===== src/rtl/inst_encoder.sv =====
// inst_encoder: packs RV32I fields plus a byte-offset immediate into a 32-bit
// instruction word and flags immediates the chosen format cannot represent.
// Results sit in a 2-entry output FIFO behind valid/ready handshakes. Running
// counts are kept of delivered instructions and of delivered errors.
module inst_encoder #(
  parameter int CPU_WIDTH = 32,
  parameter int CNT_WIDTH = 16
) (
  input  logic                 clk,
  input  logic                 rst_n,
  input  logic                 in_valid,
  output logic                 in_ready,
  input  logic [2:0]           in_fmt,
  input  logic [6:0]           in_opcode,
  input  logic [4:0]           in_rd,
  input  logic [4:0]           in_rs1,
  input  logic [4:0]           in_rs2,
  input  logic [2:0]           in_funct3,
  input  logic [6:0]           in_funct7,
  input  logic [CPU_WIDTH-1:0] in_imm,
  output logic                 out_valid,
  input  logic                 out_ready,
  output logic [CPU_WIDTH-1:0] out_inst,
  output logic                 out_err,
  output logic [CNT_WIDTH-1:0] inst_cnt,
  output logic [CNT_WIDTH-1:0] err_cnt
);

  localparam logic [2:0] FMT_R = 3'd0;
  localparam logic [2:0] FMT_I = 3'd1;
  localparam logic [2:0] FMT_S = 3'd2;
  localparam logic [2:0] FMT_B = 3'd3;
  localparam logic [2:0] FMT_J = 3'd4;
  localparam logic [2:0] FMT_U = 3'd5;
  localparam logic [CPU_WIDTH-1:0] NOP = 32'h0000_0013;

  // Sign-extension checks: the upper bits must all replicate the top kept bit.
  logic sx11, sx12, sx20;
  assign sx11 = (&in_imm[31:11]) | ~(|in_imm[31:11]);
  assign sx12 = (&in_imm[31:12]) | ~(|in_imm[31:12]);
  assign sx20 = (&in_imm[31:20]) | ~(|in_imm[31:20]);

  logic [CPU_WIDTH-1:0] enc_inst;
  logic                 enc_err;

  // Combinational packer. Out-of-range immediates are still packed from their
  // truncated bits so the word is deterministic; only the error flag differs.
  always_comb begin
    enc_inst = NOP;
    enc_err  = 1'b1;
    case (in_fmt)
      FMT_R: begin
        enc_inst = {in_funct7, in_rs2, in_rs1, in_funct3, in_rd, in_opcode};
        enc_err  = 1'b0;
      end
      FMT_I: begin
        enc_inst = {in_imm[11:0], in_rs1, in_funct3, in_rd, in_opcode};
        enc_err  = ~sx11;
      end
      FMT_S: begin
        enc_inst = {in_imm[11:5], in_rs2, in_rs1, in_funct3, in_imm[4:0], in_opcode};
        enc_err  = ~sx11;
      end
      FMT_B: begin
        enc_inst = {in_imm[12], in_imm[10:5], in_rs2, in_rs1, in_funct3,
                    in_imm[4:1], in_imm[11], in_opcode};
        enc_err  = ~sx12 | in_imm[0];
      end
      FMT_J: begin
        enc_inst = {in_imm[20], in_imm[10:1], in_imm[11], in_imm[19:12], in_rd, in_opcode};
        enc_err  = ~sx20 | in_imm[0];
      end
      FMT_U: begin
        enc_inst = {in_imm[31:12], in_rd, in_opcode};
        enc_err  = |in_imm[11:0];
      end
      default: begin
        enc_inst = NOP;
        enc_err  = 1'b1;
      end
    endcase
  end

  // Output FIFO kept as an explicit head/tail pair so the head register drives
  // the outputs directly and simply holds its last value once drained.
  logic [CPU_WIDTH-1:0] head_inst_q, head_inst_d;
  logic [CPU_WIDTH-1:0] tail_inst_q, tail_inst_d;
  logic                 head_err_q, head_err_d;
  logic                 tail_err_q, tail_err_d;
  logic [1:0]           cnt_q, cnt_d;
  logic                 rdy_q;
  logic [CNT_WIDTH-1:0] inst_cnt_q, inst_cnt_d;
  logic [CNT_WIDTH-1:0] err_cnt_q, err_cnt_d;

  logic push, pop;
  assign push = in_valid & rdy_q;
  assign pop  = (cnt_q != 2'd0) & out_ready;

  // FIFO next-state. A push while full cannot happen because in_ready is
  // registered from the previous occupancy, so it is already low at count=2.
  always_comb begin
    head_inst_d = head_inst_q;
    head_err_d  = head_err_q;
    tail_inst_d = tail_inst_q;
    tail_err_d  = tail_err_q;
    cnt_d       = cnt_q;
    case (cnt_q)
      2'd0: begin
        if (push) begin
          head_inst_d = enc_inst;
          head_err_d  = enc_err;
          cnt_d       = 2'd1;
        end
      end
      2'd1: begin
        if (push && pop) begin
          head_inst_d = enc_inst;
          head_err_d  = enc_err;
        end else if (push) begin
          tail_inst_d = enc_inst;
          tail_err_d  = enc_err;
          cnt_d       = 2'd2;
        end else if (pop) begin
          cnt_d = 2'd0;
        end
      end
      2'd2: begin
        if (pop) begin
          head_inst_d = tail_inst_q;
          head_err_d  = tail_err_q;
          cnt_d       = 2'd1;
        end
      end
      default: cnt_d = 2'd0;
    endcase
  end

  // Delivery statistics: inst_cnt wraps, err_cnt sticks at all-ones.
  always_comb begin
    inst_cnt_d = inst_cnt_q;
    err_cnt_d  = err_cnt_q;
    if (pop) begin
      inst_cnt_d = inst_cnt_q + CNT_WIDTH'(1);
      if (head_err_q && (err_cnt_q != {CNT_WIDTH{1'b1}}))
        err_cnt_d = err_cnt_q + CNT_WIDTH'(1);
    end
  end

  // State registers; reset flushes the FIFO and holds in_ready low.
  always_ff @(posedge clk or negedge rst_n) begin
    if (!rst_n) begin
      head_inst_q <= '0;
      head_err_q  <= 1'b0;
      tail_inst_q <= '0;
      tail_err_q  <= 1'b0;
      cnt_q       <= 2'd0;
      rdy_q       <= 1'b0;
      inst_cnt_q  <= '0;
      err_cnt_q   <= '0;
    end else begin
      head_inst_q <= head_inst_d;
      head_err_q  <= head_err_d;
      tail_inst_q <= tail_inst_d;
      tail_err_q  <= tail_err_d;
      cnt_q       <= cnt_d;
      rdy_q       <= (cnt_d != 2'd2);
      inst_cnt_q  <= inst_cnt_d;
      err_cnt_q   <= err_cnt_d;
    end
  end

  assign in_ready  = rdy_q;
  assign out_valid = (cnt_q != 2'd0);
  assign out_inst  = head_inst_q;
  assign out_err   = head_err_q;
  assign inst_cnt  = inst_cnt_q;
  assign err_cnt   = err_cnt_q;

endmodule


===== config.mk =====
export PLATFORM = sky130hd
export DESIGN_NAME = inst_encoder
export DESIGN_NICKNAME = d
export VERILOG_FILES = /design/src/rtl/inst_encoder.sv
export SDC_FILE = /design/constraint.sdc
export NUM_CORES = 1
export LEC_CHECK = 0
export CORE_UTILIZATION = 53
export DETAILED_ROUTE_END_ITERATION = 8
export PLACE_DENSITY = 0.92
export SYNTH_ARGS = -nofsm -noshare
export SYNTH_HDL_FRONTEND = slang
export SYNTH_SLANG_ARGS = --single-unit

===== constraint.sdc =====
create_clock -name clk -period 4.7 [get_ports clk]
set_clock_uncertainty 0.1 [all_clocks]
set_input_delay 0.47 -clock clk [delete_from_list [all_inputs] [get_ports clk]]
set_output_delay 0.47 -clock clk [all_outputs]
set_load 0.005 [all_outputs]

# --- Yosys cells after proc, flatten, opt, wreduce, memory -nomap -nowiden ---
# Index checks and enable logic that the tools add are counted.
word_totals:
  ff_bits: 101
  input_bits: 71
  output_inout_bits: 67
  word_cells: 69
classes:
  addsub: 2
  eq_ne: 12
  muxes: 16
  bitwise: 14
  reduce_logical: 17
ops:
  columns: ["op", "n"]
  rows:
  - ["32-bit one-hot mux with 6 select lines", 1]
  - ["32-bit two-way mux", 3]
  - ["32-bit one-hot mux with 3 select lines", 1]
  - ["16-bit by 1-bit adder with 16-bit output, second input constant", 2]
  - ["12-bit OR reduction", 2]
  - ["21-bit AND reduction", 1]
  - ["21-bit OR reduction", 1]
  - ["20-bit AND reduction", 1]
  - ["20-bit OR reduction", 1]
  - ["16-bit inequality test, second input constant", 1]
  - ["12-bit AND reduction", 1]
  - ["2-bit two-way mux", 5]
  - ["2-bit inequality test, second input constant", 4]
  - ["1-bit inverter", 7]
  - ["3-bit by 2-bit equality test with 1-bit output, second input constant", 2]
  - ["3-bit equality test, second input constant", 2]
  - ["2-bit one-hot mux with 3 select lines", 1]
  - ["1-bit OR", 5]
  - ["1-bit one-hot mux with 5 select lines", 1]
  - ["4-bit AND reduction", 1]
  - ["3-bit by 1-bit equality test with 1-bit output, second input constant", 1]
  - ["3-bit logical NOT", 1]
  - ["1-bit two-way mux", 3]
  - ["1-bit one-hot mux with 3 select lines", 1]
  - ["other kinds (10)", 12]

# --- Logic depth before layout (Yosys ltp) ---
# Gate-level depths: netlist of run 1.
logic_depth:
  word_depth: 8
  ltp_mapped: 8
  depth_no_buf: 6

# --- Worst setup path before layout of run 1 ---
# OpenSTA, ideal clock, no wires.
synth_timing:
  path_kind: "input port to flip-flop"
  start: "input port in_fmt[0]"
  end: "register head_inst_q[25], in the netlist out_inst[25]"
  setup_ps: 126
  arrival_ps: 1530
  t_required_ps: 4474
  path_slack_ps: 2945
  path_stages: 7
  path_buffers: 2
  cell_sequence: "clkbuf_2 > buf_4 > mux2_2 > a22oi_1 > o2bb2ai_1 > mux2i_1 > a21oi_1"
synth_via:
  elab_chain_cells: 4
  word_cells_on_any_way: 10
  cone_classes: "eq/ne (5); mux (4); reduce/logical (1)"
synth_lines:
  columns: ["item", "line", "text"]
  rows:
  - ["from (decl)", "13", "input logic [2:0] in_fmt,"]
  - ["3-bit equality test (tied with other cells)", "51", "case (in_fmt)"]
  - ["32-bit one-hot mux with 6 select lines *", "51", null]
  - ["32-bit two-way mux, on equally long branches", "116, 109", null]
  - ["32-bit one-hot mux with 3 select lines *", "107", "case (cnt_q)"]
  - ["to (signal assigned)", "161", "head_inst_q <= head_inst_d;"]
  - ["to (decl)", "86", "logic [CPU_WIDTH-1:0] head_inst_q, head_inst_d;"]
# Every way passes the cells marked *; elsewhere a longest branch is shown, timed or not. The select of a mux whose other input is x is not followed.
# A chain may end at the register's enable or synchronous reset.

# --- Final worst setup path of run 1 ---
layout_timing:
  start: "input port in_fmt[1]"
  end: "register head_inst_q[21], in the netlist out_inst[21]"
# The elaborated chain is that of the path after synthesis.

==> results of run 1 <==
-- registers in the layout, summed over array words and instances, names as in the netlist --
signal	cells
out_err	1
in_ready	1
tail_err_q	1
tail_inst_q	32
inst_cnt	16
err_cnt	16
cnt_q	2
out_inst	32
-- worst max-delay path: cells and delay by family --
| kind | cells | cell delay [ns] |
|---|---|---|
| mux | 1 | 0.16 |
| buf+inv | 2 | 1.40 |
| compound gates | 3 | 0.86 |
-- where the power goes --
group | internal (mW) | switching, mW | total (mW) | leakage (nW)
clock network | 0.307 | 0.320 | 0.627 | 0.109
registers | 1.19 | 0.241 | 1.43 | 1.26
logic | 0.629 | 0.507 | 1.14 | 1.53
-- area by class of cell --
cell class	instances	area share [%]
clock buffer	9	1.83
clock inverter	7	1.61
inverter	4	0.222
multi-input combinational	406	35.9
sequential	101	37.4
tap	129	2.39
timing repair buffer	141	20.7
-- per-layer routing --
layer,wire length (um),part of all wire (%),track usage (%)
met1,5490,41,35.1
met4,303,2.3,10.0
met5,0,0,0
met3,642,4.8,3.62
met2,6800,51,46.7
-- placed cells by master (no fill, tap or decap), types with 9 or more instances in the layout --
master and count:
sky130_fd_sc_hd__a21oi_1 45, sky130_fd_sc_hd__a22oi_1 16, sky130_fd_sc_hd__clkbuf_8 9, sky130_fd_sc_hd__clkdlybuf4s50_1 136, sky130_fd_sc_hd__dfrtp_1 101, sky130_fd_sc_hd__mux2_2 13
sky130_fd_sc_hd__mux2i_1 14, sky130_fd_sc_hd__nand2_1 94, sky130_fd_sc_hd__nand3_1 19, sky130_fd_sc_hd__nand4_1 11, sky130_fd_sc_hd__nor2_1 42, sky130_fd_sc_hd__nor2b_1 15
sky130_fd_sc_hd__o21ai_0 36, sky130_fd_sc_hd__o2bb2ai_1 12, sky130_fd_sc_hd__xnor2_1 25
-- final timing paths --
check                          startpoint              to  slack (ns)  cells past startpoint
hold reg to reg            tail_inst_q[8]  tail_inst_q[8]        0.38                      2
max in group asynchronous           rst_n  tail_inst_q[8]        3.42                      2
setup reg to reg                 cnt_q[1]         out_err        2.56                      5
min in group clk           tail_inst_q[8]  tail_inst_q[8]        0.38                      2
setup / recovery                in_fmt[1]    out_inst[21]        2.00                      6
hold / removal                      rst_n    out_inst[30]        0.05                      1
-- stage by stage --
step	instance area (sq um)	hold WS [ns]	worst slack [ns]	std cells
floorplan	5110	0.0744	2.94	543
global placement	6530	0.356	1.89	781
detailed placement	6530	0.363	1.76	781
CTS	6760	0.0738	2.06	797
global route	6760	0.108	1.85	797
finish	6760	0.0530	2.00	797
-- cell families (layout without fill, tap and decap cells) --
family          Yosys count  count (layout)  synth area share [%]
flops                   101             101                  49.4
fa+ha+maj                 2               2                 0.489
simple gates            215             215                  19.7
mux                      28              28                  6.04
buf+inv                  36             161                  3.35
compound gates          131             131                  15.9
xor+xnor                 30              30                  5.14
-- Yosys cell counts (2+ instances only) --
cell type	count	share of area, %
sky130_fd_sc_hd__clkbuf_1	12	0.88
sky130_fd_sc_hd__buf_1	2	0.15
sky130_fd_sc_hd__clkbuf_2	3	0.29
sky130_fd_sc_hd__nand3_1	19	1.9
sky130_fd_sc_hd__nand4_1	11	1.3
sky130_fd_sc_hd__a31oi_1	6	0.73
sky130_fd_sc_hd__nand2b_1	4	0.49
sky130_fd_sc_hd__nor4_1	8	0.98
sky130_fd_sc_hd__ha_1	2	0.49
sky130_fd_sc_hd__o21ai_0	36	3.5
sky130_fd_sc_hd__and4_1	2	0.34
sky130_fd_sc_hd__o221ai_1	2	0.34
sky130_fd_sc_hd__a21o_1	3	0.44
sky130_fd_sc_hd__nand2_1	94	6.9
sky130_fd_sc_hd__a22oi_1	16	2.3
sky130_fd_sc_hd__nor2b_1	15	1.8
sky130_fd_sc_hd__a21oi_1	45	4.4
sky130_fd_sc_hd__and2_1	4	0.49
sky130_fd_sc_hd__and3_1	5	0.61
sky130_fd_sc_hd__mux2i_1	14	2.7
sky130_fd_sc_hd__buf_4	3	0.44
sky130_fd_sc_hd__mux2_2	13	2.9
sky130_fd_sc_hd__nor2_1	42	3.1
sky130_fd_sc_hd__xor2_1	5	0.86
sky130_fd_sc_hd__xnor2_1	25	4.3
sky130_fd_sc_hd__buf_2	11	1.1
sky130_fd_sc_hd__o2bb2ai_1	12	2.1
sky130_fd_sc_hd__inv_1	4	0.29
sky130_fd_sc_hd__dfrtp_1	101	49
sky130_fd_sc_hd__nor3_1	2	0.20
==> results.md, run 1 <==
- Core Footprint: ~0.0093 sq mm
- Wire per inst: 16.6 um
- Normalized max-slew margin: 28.7%
- Largest vdd supply drop: roughly 280 uV
- DR pass1 iterations: 5
- Total number of yosys warnings: 0
- Die boundary height: between 100 and 150 um
- Setup repair after global routing missed its margin: no
- Static power due to leakage: just under 3 nW
- Nature of the critical path startpoint: primary input
- Global-route wire length before repair: 21400 um
- Maximum number of pins on one net before global-route repair: 67
- Number of antenna repair diodes: 0
- Clk slew on worst S/H paths: around 0.10 ns
- Fill cell instance count of the final layout: slightly below 700
- Synth Net Count: approximately 620
- Count of flip-flops with a built-in enable after synthesis: 0
- Layout-stage area growth over the synthesis result: 32.2%
- Placer's final routability congestion estimate: 0.931
- Class of the tightest hold or removal check: in2async
- Data required time of the critical path: 4.89 ns
- Area of the die: around 0.01 sq mm
- Setup Crit Path Kind: in2reg
- Final hold violation count: 0
- Final wirelength: around 13000 um
- Top_reg_cell synth: sky130_fd_sc_hd__dfrtp_1
- Slew at the pin closest to its max-slew limit: approximately 1.1 ns
- Register area: about 0.0025 sq mm
- Post-CTS setup-driven buffer insertion count: 0
- Via count of the first global-routing pass: approximately 4500
- Total number of vias: around 4500
- Critical path's slowest cell: sky130_fd_sc_hd__clkdlybuf4s50_1
- Cell Chain, Critical Path: clkdlybuf4s50_1 > inv_1 > a21oi_1 > o2bb2ai_1 > mux2i_1 > a21oi_1
- Horizontal die dimension: around 100 um
- Total power after layout: around 3.2 mW
- Power per Cell Area: between 400 and 500 mW/mm^2
- IO buf count: approximately 140
- Total clock buffers created by CTS: 9
- Total gr overflow: 0
- Clock latency of the later-clocked register in the worst-skew pair: between 0.3 and 0.4 ns
- Residual antenna-violating net count after detailed routing: 0
- Count of mapped cells out of synthesis: 543
- Max FO, Critical Path: 25
- Synth unique cells: 52
- Total half-perimeter wirelength after legalization and detailed placement: between 9000 and 10000 um
- Final period utilization: between 50% and 60%
- Hold buffers post-CTS: 0
- Register area share after synthesis: between 40 and 50%
- Setup violators final: 0
- TritonCTS clock tree: yes
- Crit path top cell by count: sky130_fd_sc_hd__a21oi_1
- Number of maximum-capacitance constraint violations: 0
- Number of DRC markers in iteration 0: around 310
- Average instance area after synthesis: ~9.4 sq um
- Placement row count: 35
- Number of synthesized register bits: 101
- Fraction of the core area covered by cells at the end of the flow: ~73%
- Area used by multi-input combinational logic: 0.00242 sq mm
- Layout Nets: roughly 740
- Post_cts resized: 0
- Clock root buffer: sky130_fd_sc_hd__clkbuf_8
- Crit. End Element: register
- Netlist area before placement: just over 0.005 sq mm
- Peak clock frequency supported by timing: 370 MHz
- Htree depth: 3
- Shortest period the worst path allows: between 2 and 3 ns
- Share of layout cells above drive strength 1: approximately 6.7%
- Global router's overall resource usage: between 20% and 30%
- Final Max Tran Viols: 0
- Total Neg Setup Slack: 0 ns
- Worst EP arrival: between 2 and 3 ns
- CTS Sinks: 101
- Max Root-Sink Buffers: 2
- Fraction of registers with async set/reset: 100%
- Via-to-Cell Ratio: 5.68
- Result of the run: complete, no violations
- Delay contributed by the slowest stage of the critical path: 1.12 ns
- Initial Utilization: between 50% and 60%
- Final routed DRC violation total: 0
- Initial antenna violation count: 0
- IO Pins: around 140
(Power assumes the default switching activity.)
==> run 2: changes to the inputs <==
--- a/config.mk
+++ b/config.mk
@@ -5,9 +5,9 @@
 export SDC_FILE = /design/constraint.sdc
 export NUM_CORES = 1
 export LEC_CHECK = 0
-export CORE_UTILIZATION = 53
+export CORE_UTILIZATION = 49
 export DETAILED_ROUTE_END_ITERATION = 8
-export PLACE_DENSITY = 0.92
+export PLACE_DENSITY = 0.86
 export SYNTH_ARGS = -nofsm -noshare
 export SYNTH_HDL_FRONTEND = slang
 export SYNTH_SLANG_ARGS = --single-unit
==> constraint.sdc (replaced) <==
create_clock -name clk -period 2.7 [get_ports clk]
set_clock_uncertainty 0.1 [all_clocks]
set_input_delay 0.27 -clock clk [delete_from_list [all_inputs] [get_ports clk]]
set_output_delay 0.27 -clock clk [all_outputs]
set_load 0.005 [all_outputs]
==> results.md, run 2 (same netlist as run 1, synthesis figures left out) <==
- Result of the run: complete, no violations
- Total gr overflow: 0 (unchanged)
- Area used by multi-input combinational logic: 0.00242 sq mm (unchanged)
- DR pass1 iterations: 5 (unchanged)
- Initial antenna violation count: 0 (unchanged)
- Post_cts resized: 0 (unchanged)
- Clk slew on worst S/H paths: 0.11 ns (about the same)
- Setup Crit Path Kind: in2reg
- Via count of the first global-routing pass: 4613 (+3.5%)
- Number of DRC markers in iteration 0: 222 (-29%)
- Number of antenna repair diodes: 0 (unchanged)
- Global-route wire length before repair: 22200 um (+3.7%)
- Total number of vias: 4534 (+0.20%)
- Shortest period the worst path allows: between 2 and 2.5 ns
- Number of buffers and inverters on the critical path: 2 (unchanged)
- Class of the tightest hold or removal check: in2async
- Nature of the critical path startpoint: primary input
- IO Pins: 138 (unchanged)
- Most frequent cells in the layout: sky130_fd_sc_hd__clkdlybuf4s50_1 (136), sky130_fd_sc_hd__dfrtp_1 (101), sky130_fd_sc_hd__nand2_1 (94)
- Die boundary height: 104 um (+3.9%)
- Global router's overall resource usage: 25.4% (-1.8 points)
- Power per Cell Area: 793 mW/mm^2 (+68%)
- Cell family with most CP delay: buffers and inverters
- Number of maximum-capacitance constraint violations: 0 (unchanged)
- Maximum number of pins on one net before global-route repair: 67 (unchanged)
- Residual antenna-violating net count after detailed routing: 0 (unchanged)
- Placement row count: 36 (+2.9%)
- TritonCTS clock tree: yes
- Crit path top cell by count: sky130_fd_sc_hd__a21oi_1
- Final Max Tran Viols: 0 (unchanged)
- Max FO, Critical Path: 11 (-56%)
- Final routed DRC violation total: 0 (unchanged)
- Initial Utilization: 51.4% (-3.7 points)
- Placer's final routability congestion estimate: 0.937 (+0.60%)
- Final wirelength: 13200 um (-0.29%)
- Setup repair after global routing missed its margin: no
- Layout-stage area growth over the synthesis result: 33.7%
- Register area: 0.00253 sq mm (unchanged)
- Wire per inst: 16.3 um (-2.0%)
- Via-to-Cell Ratio: 5.59 (-1.5%)
- Total Neg Setup Slack: 0 ns (unchanged)
- Horizontal die dimension: 104 um (+3.9%)
- Htree depth: 3 (unchanged)
- Share of layout cells above drive strength 1: 7.96% (+1.2 points)
- Slew at the pin closest to its max-slew limit: 0.551 ns (-0.520 ns)
- Setup violators final: 0 (unchanged)
- CTS Sinks: 101 (unchanged)
- Cell Chain, Critical Path: clkdlybuf4s50_1 > buf_4 > nor2b_1 > a21oi_1 > nand2_1 > o21ai_0 > a21oi_1
- Clock root buffer: sky130_fd_sc_hd__clkbuf_8
- Clock latency of the later-clocked register in the worst-skew pair: 0.35 ns (-0.02 ns)
- Core Footprint: 0.00995 sq mm (+7.2%)
- Area of the die: 0.0108 sq mm (+8.0%)
- Normalized max-slew margin: 63.2% (+35 points)
- Crit. End Element: register
- Largest vdd supply drop: 471 uV (+70%)
- Worst EP arrival: 2.24 ns (-0.65 ns)
- Final hold violation count: 0 (unchanged)
- Total power after layout: 5.42 mW (+69%)
- IO buf count: 137 (unchanged)
- Delay contributed by the slowest stage of the critical path: 0.69 ns (-0.43 ns)
- Layout Nets: 746 (+1.4%)
- Total half-perimeter wirelength after legalization and detailed placement: 9710 um (+1.7%)
- Max Root-Sink Buffers: 2 (unchanged)
- Data required time of the critical path: 2.89 ns (-2.00 ns)
- Most common cell after layout, fill and taps aside: sky130_fd_sc_hd__clkdlybuf4s50_1
- Critical path's slowest cell: sky130_fd_sc_hd__clkdlybuf4s50_1
- Static power due to leakage: 2.94 nW (+1.5%)
- Peak clock frequency supported by timing: approximately 490 MHz
- Total clock buffers created by CTS: 9 (unchanged)
- Fill cell instance count of the final layout: 774 (+14%)
- Final period utilization: 76.2%
-- run 2: metrics by stage --
step	area, sq um	hold slack, ns	cells	util (%)	setup slack [ns]
2_1_floorplan	5110	-0.126	543	-	0.950
3_3_place_gp	6640	0.173	794	66.7	0.450
3_5_place_dp	6640	0.179	794	66.7	0.294
4_1_cts	6840	0.329	811	68.7	0.662
5_1_grt	6840	0.359	811	68.7	0.488
6_report	6840	0.315	811	68.7	0.642
-- run 2: final cells by class --
type                       count  share of cell area [%]
clock buffer                  10                    2.01
clock inverter                 6                   0.769
inverter                       4                   0.220
multi-input combinational    406                    35.5
sequential                   101                    37.0
tap                          133                    2.43
timing repair buffer         151                    22.1
-- run 2: final timing paths --
| kind | startpoint | endpoint | slack (ns) | cells past startpoint |
|---|---|---|---|---|
| min reg2reg | inst_cnt[15] | inst_cnt[15] | 0.38 | 1 |
| min | rst_n | tail_inst_q[30] | 0.32 | 2 |
| max | in_fmt[2] | out_inst[14] | 0.64 | 7 |
| max in group asynchronous | rst_n | inst_cnt[10] | 1.47 | 3 |
| min in group clk | inst_cnt[15] | inst_cnt[15] | 0.38 | 1 |
| max reg2reg | err_cnt[0] | err_cnt[9] | 0.71 | 6 |
-- run 2: timing repair --
item | CTS | global route
buffers inserted | 0 | 0
hold buffers | 1 | 0
hold endpoints to repair | 39 | 0
-- run 2: power by group --
part	total, mW	switching (mW)	internal (mW)
Combinational	2.00	0.867	1.13
Sequential	2.48	0.407	2.08
Clock	0.940	0.564	0.376
-- run 2: layer usage --
metal  up-vias  wire (um)  GRT usage, %
met1      2175       5720          33.1
met4         0        301          8.78
li1       2164          -             -
met5         -          0             0
met3        25        602          3.63
met2       170       6590          43.2
==> run 3: changes to the inputs <==
--- a/config.mk
+++ b/config.mk
@@ -5,9 +5,9 @@
 export SDC_FILE = /design/constraint.sdc
 export NUM_CORES = 1
 export LEC_CHECK = 0
-export CORE_UTILIZATION = 49
+export CORE_UTILIZATION = 44
 export DETAILED_ROUTE_END_ITERATION = 8
-export PLACE_DENSITY = 0.86
+export PLACE_DENSITY = 0.82
 export SYNTH_ARGS = -nofsm -noshare
 export SYNTH_HDL_FRONTEND = slang
 export SYNTH_SLANG_ARGS = --single-unit
==> constraint.sdc (replaced) <==
create_clock -name clk -period 1.7 [get_ports clk]
set_clock_uncertainty 0.1 [all_clocks]
set_input_delay 0.17 -clock clk [delete_from_list [all_inputs] [get_ports clk]]
set_output_delay 0.17 -clock clk [all_outputs]
set_load 0.005 [all_outputs]
==> results.md, run 3 (same netlist as run 1, synthesis figures left out) <==
- Peak clock frequency supported by timing: about 600 MHz
- Setup violators final: 0 (unchanged)
- Layout-stage area growth over the synthesis result: 50.3%
- Final routed DRC violation total: 0 (unchanged)
- Initial Utilization: 46.1% (-5.2 points)
- Setup slack of the critical path after layout: 0.0345 ns (-0.608 ns)
- Clock latency of the later-clocked register in the worst-skew pair: 0.34 ns (about the same)
- Slew at the pin closest to its max-slew limit: 0.370 ns (-0.181 ns)
- Die boundary height: 110 um (+5.4%)
- Shortest period the worst path allows: approximately 1.7 ns
- Setup repair after global routing missed its margin: yes
- Core Footprint: 0.0111 sq mm (+11%)
- Cell Chain, Critical Path: clkdlybuf4s50_1 > nor4_2 > nand3_1 > or3_1 > a22oi_2 > a31oi_1
- TritonCTS clock tree: yes
- Crit. End Element: register
- Most common cell after layout, fill and taps aside: sky130_fd_sc_hd__clkdlybuf4s50_1
- Via-to-Cell Ratio: 5.37 (-3.9%)
- Class of the tightest hold or removal check: in2async
- Fill cell instance count of the final layout: 834 (+7.8%)
- Total number of vias: 4808 (+6.0%)
- Placer's final routability congestion estimate: 0.914 (-2.5%)
- Most frequent cells in the layout: sky130_fd_sc_hd__clkdlybuf4s50_1 (130), sky130_fd_sc_hd__dfrtp_1 (100), sky130_fd_sc_hd__nand2_1 (94)
- Initial antenna violation count: 0 (unchanged)
- Worst EP arrival: 1.78 ns (-0.46 ns)
- Max Root-Sink Buffers: 2 (unchanged)
- IO buf count: 137 (unchanged)
- Hold Slack: 0.139 ns (-0.176 ns)
- DR pass1 iterations: 4 (-1)
- Maximum number of pins on one net before global-route repair: 51 (-24%)
- Dpl ws: -0.447 ns (-0.741 ns)
- Via count of the first global-routing pass: 4827 (+4.6%)
- Area of the die: 0.0121 sq mm (+11%)
- Setup Crit Path Kind: in2reg
- Total gr overflow: 0 (unchanged)
- Max FO, Critical Path: 2 (-9)
- Final wirelength: 14600 um (+10%)
- Share of layout cells above drive strength 1: 19.3% (+11 points)
- Clk slew on worst S/H paths: 0.07 ns (-0.04 ns)
- Total power after layout: 9.81 mW (+81%)
- Global-route wire length before repair: 23100 um (+4.1%)
- Final hold violation count: 0 (unchanged)
- Residual antenna-violating net count after detailed routing: 0 (unchanged)
- Layout Nets: 823 (+10%)
- Normalized max-slew margin: 75.0% (+12 points)
- Total half-perimeter wirelength after legalization and detailed placement: 10900 um (+12%)
- Number of maximum-capacitance constraint violations: 0 (unchanged)
- Htree depth: 3 (unchanged)
- Largest vdd supply drop: 1320 uV (+180%)
- Wire per inst: 16.3 um (about the same)
- Global router's overall resource usage: 24.9% (-0.46 points)
- Delay contributed by the slowest stage of the critical path: 0.46 ns (-0.23 ns)
- Number of antenna repair diodes: 0 (unchanged)
- CTS Sinks: 101 (unchanged)
- Final Max Tran Viols: 0 (unchanged)
- Placement row count: 38 (+5.6%)
- Result of the run: complete, no violations
- IO Pins: 138 (unchanged)
- Nature of the critical path startpoint: primary input
- Static power due to leakage: 3.46 nW (+18%)
- Final period utilization: between 90% and 100%
- Final Cell Area: 0.00768 sq mm (+12%)
- Critical path's slowest cell: sky130_fd_sc_hd__clkdlybuf4s50_1
- Data required time of the critical path: 1.81 ns (-1.08 ns)
- Number of DRC markers in iteration 0: 304 (+37%)
- Horizontal die dimension: 110 um (+5.4%)
- Clock root buffer: sky130_fd_sc_hd__clkbuf_16
- Total clock buffers created by CTS: 9 (unchanged)
- Fraction of the core area covered by cells at the end of the flow: 69.4% (+0.67 points)
- Power per Cell Area: 1280 mW/mm^2 (+61%)
- Placed Area: 0.00724 sq mm (+9.0%)
run 3: path summary, 6_finish.rpt:
path	start	end	slack [ns]	cells past startpoint
worst max register to register	err_cnt[1]	err_cnt[1]	0.07	6
worst max-delay path	in_imm[26]	out_err	0.03	6
worst min-delay path	rst_n	tail_inst_q[30]	0.14	2
worst min register to register	tail_inst_q[25]	tail_inst_q[25]	0.38	2
min in group clk	in_opcode[3]	out_inst[3]	0.35	3
max in group asynchronous	rst_n	tail_inst_q[5]	0.83	3
run 3: per-stage QoR:
step | std cells | setup TNS (ns)
after floorplan | 543 | 0
after global placement | 876 | -11.95
after detailed placement | 876 | -16.11
after CTS | 893 | 0
after global routing | 895 | -0.177
final | 895 | 0
run 3: repair_timing:
item | in CTS | in global routing
gates resized for setup | 5 | 18
buffers inserted | 0 | 3
pin swaps | 0 | 6
endpoints found under the setup margin | 12 | 39
endpoints found under the hold margin | 101 | 0
hold buffers | 1 | 0
run 3: final cells by class:
type / count / area, sq um / area share [%]
sequential: 101 / 2530 / 32.9
tap: 140 / 175 / 2.28
multi-input combinational: 406 / 2500 / 32.6
timing repair buffer: 228 / 2140 / 27.8
inverter: 4 / 15.0 / 0.195
clock inverter: 7 / 103 / 1.34
clock buffer: 9 / 225 / 2.93
run 3: layer usage:
| metal | track usage [%] | vias up | wire [um] |
|---|---|---|---|
| li1 | - | 2318 | - |
| met2 | 45.1 | 138 | 7740 |
| met4 | 9.43 | 0 | 393 |
| met5 | 0 | - | 0 |
| met3 | 3.85 | 26 | 488 |
| met1 | 29.5 | 2326 | 5950 |
run 3: worst max-delay path, delay by kind of cell:
family,cells,cell delay (ns)
simple gates,3,0.81
buf+inv,1,0.46
compound gates,2,0.33
run 3: report_power, final:
part | switching (mW) | internal, mW
logic | 1.61 | 2.09
registers | 0.562 | 3.31
clock network | 0.924 | 1.31
total | 3.09 | 6.71
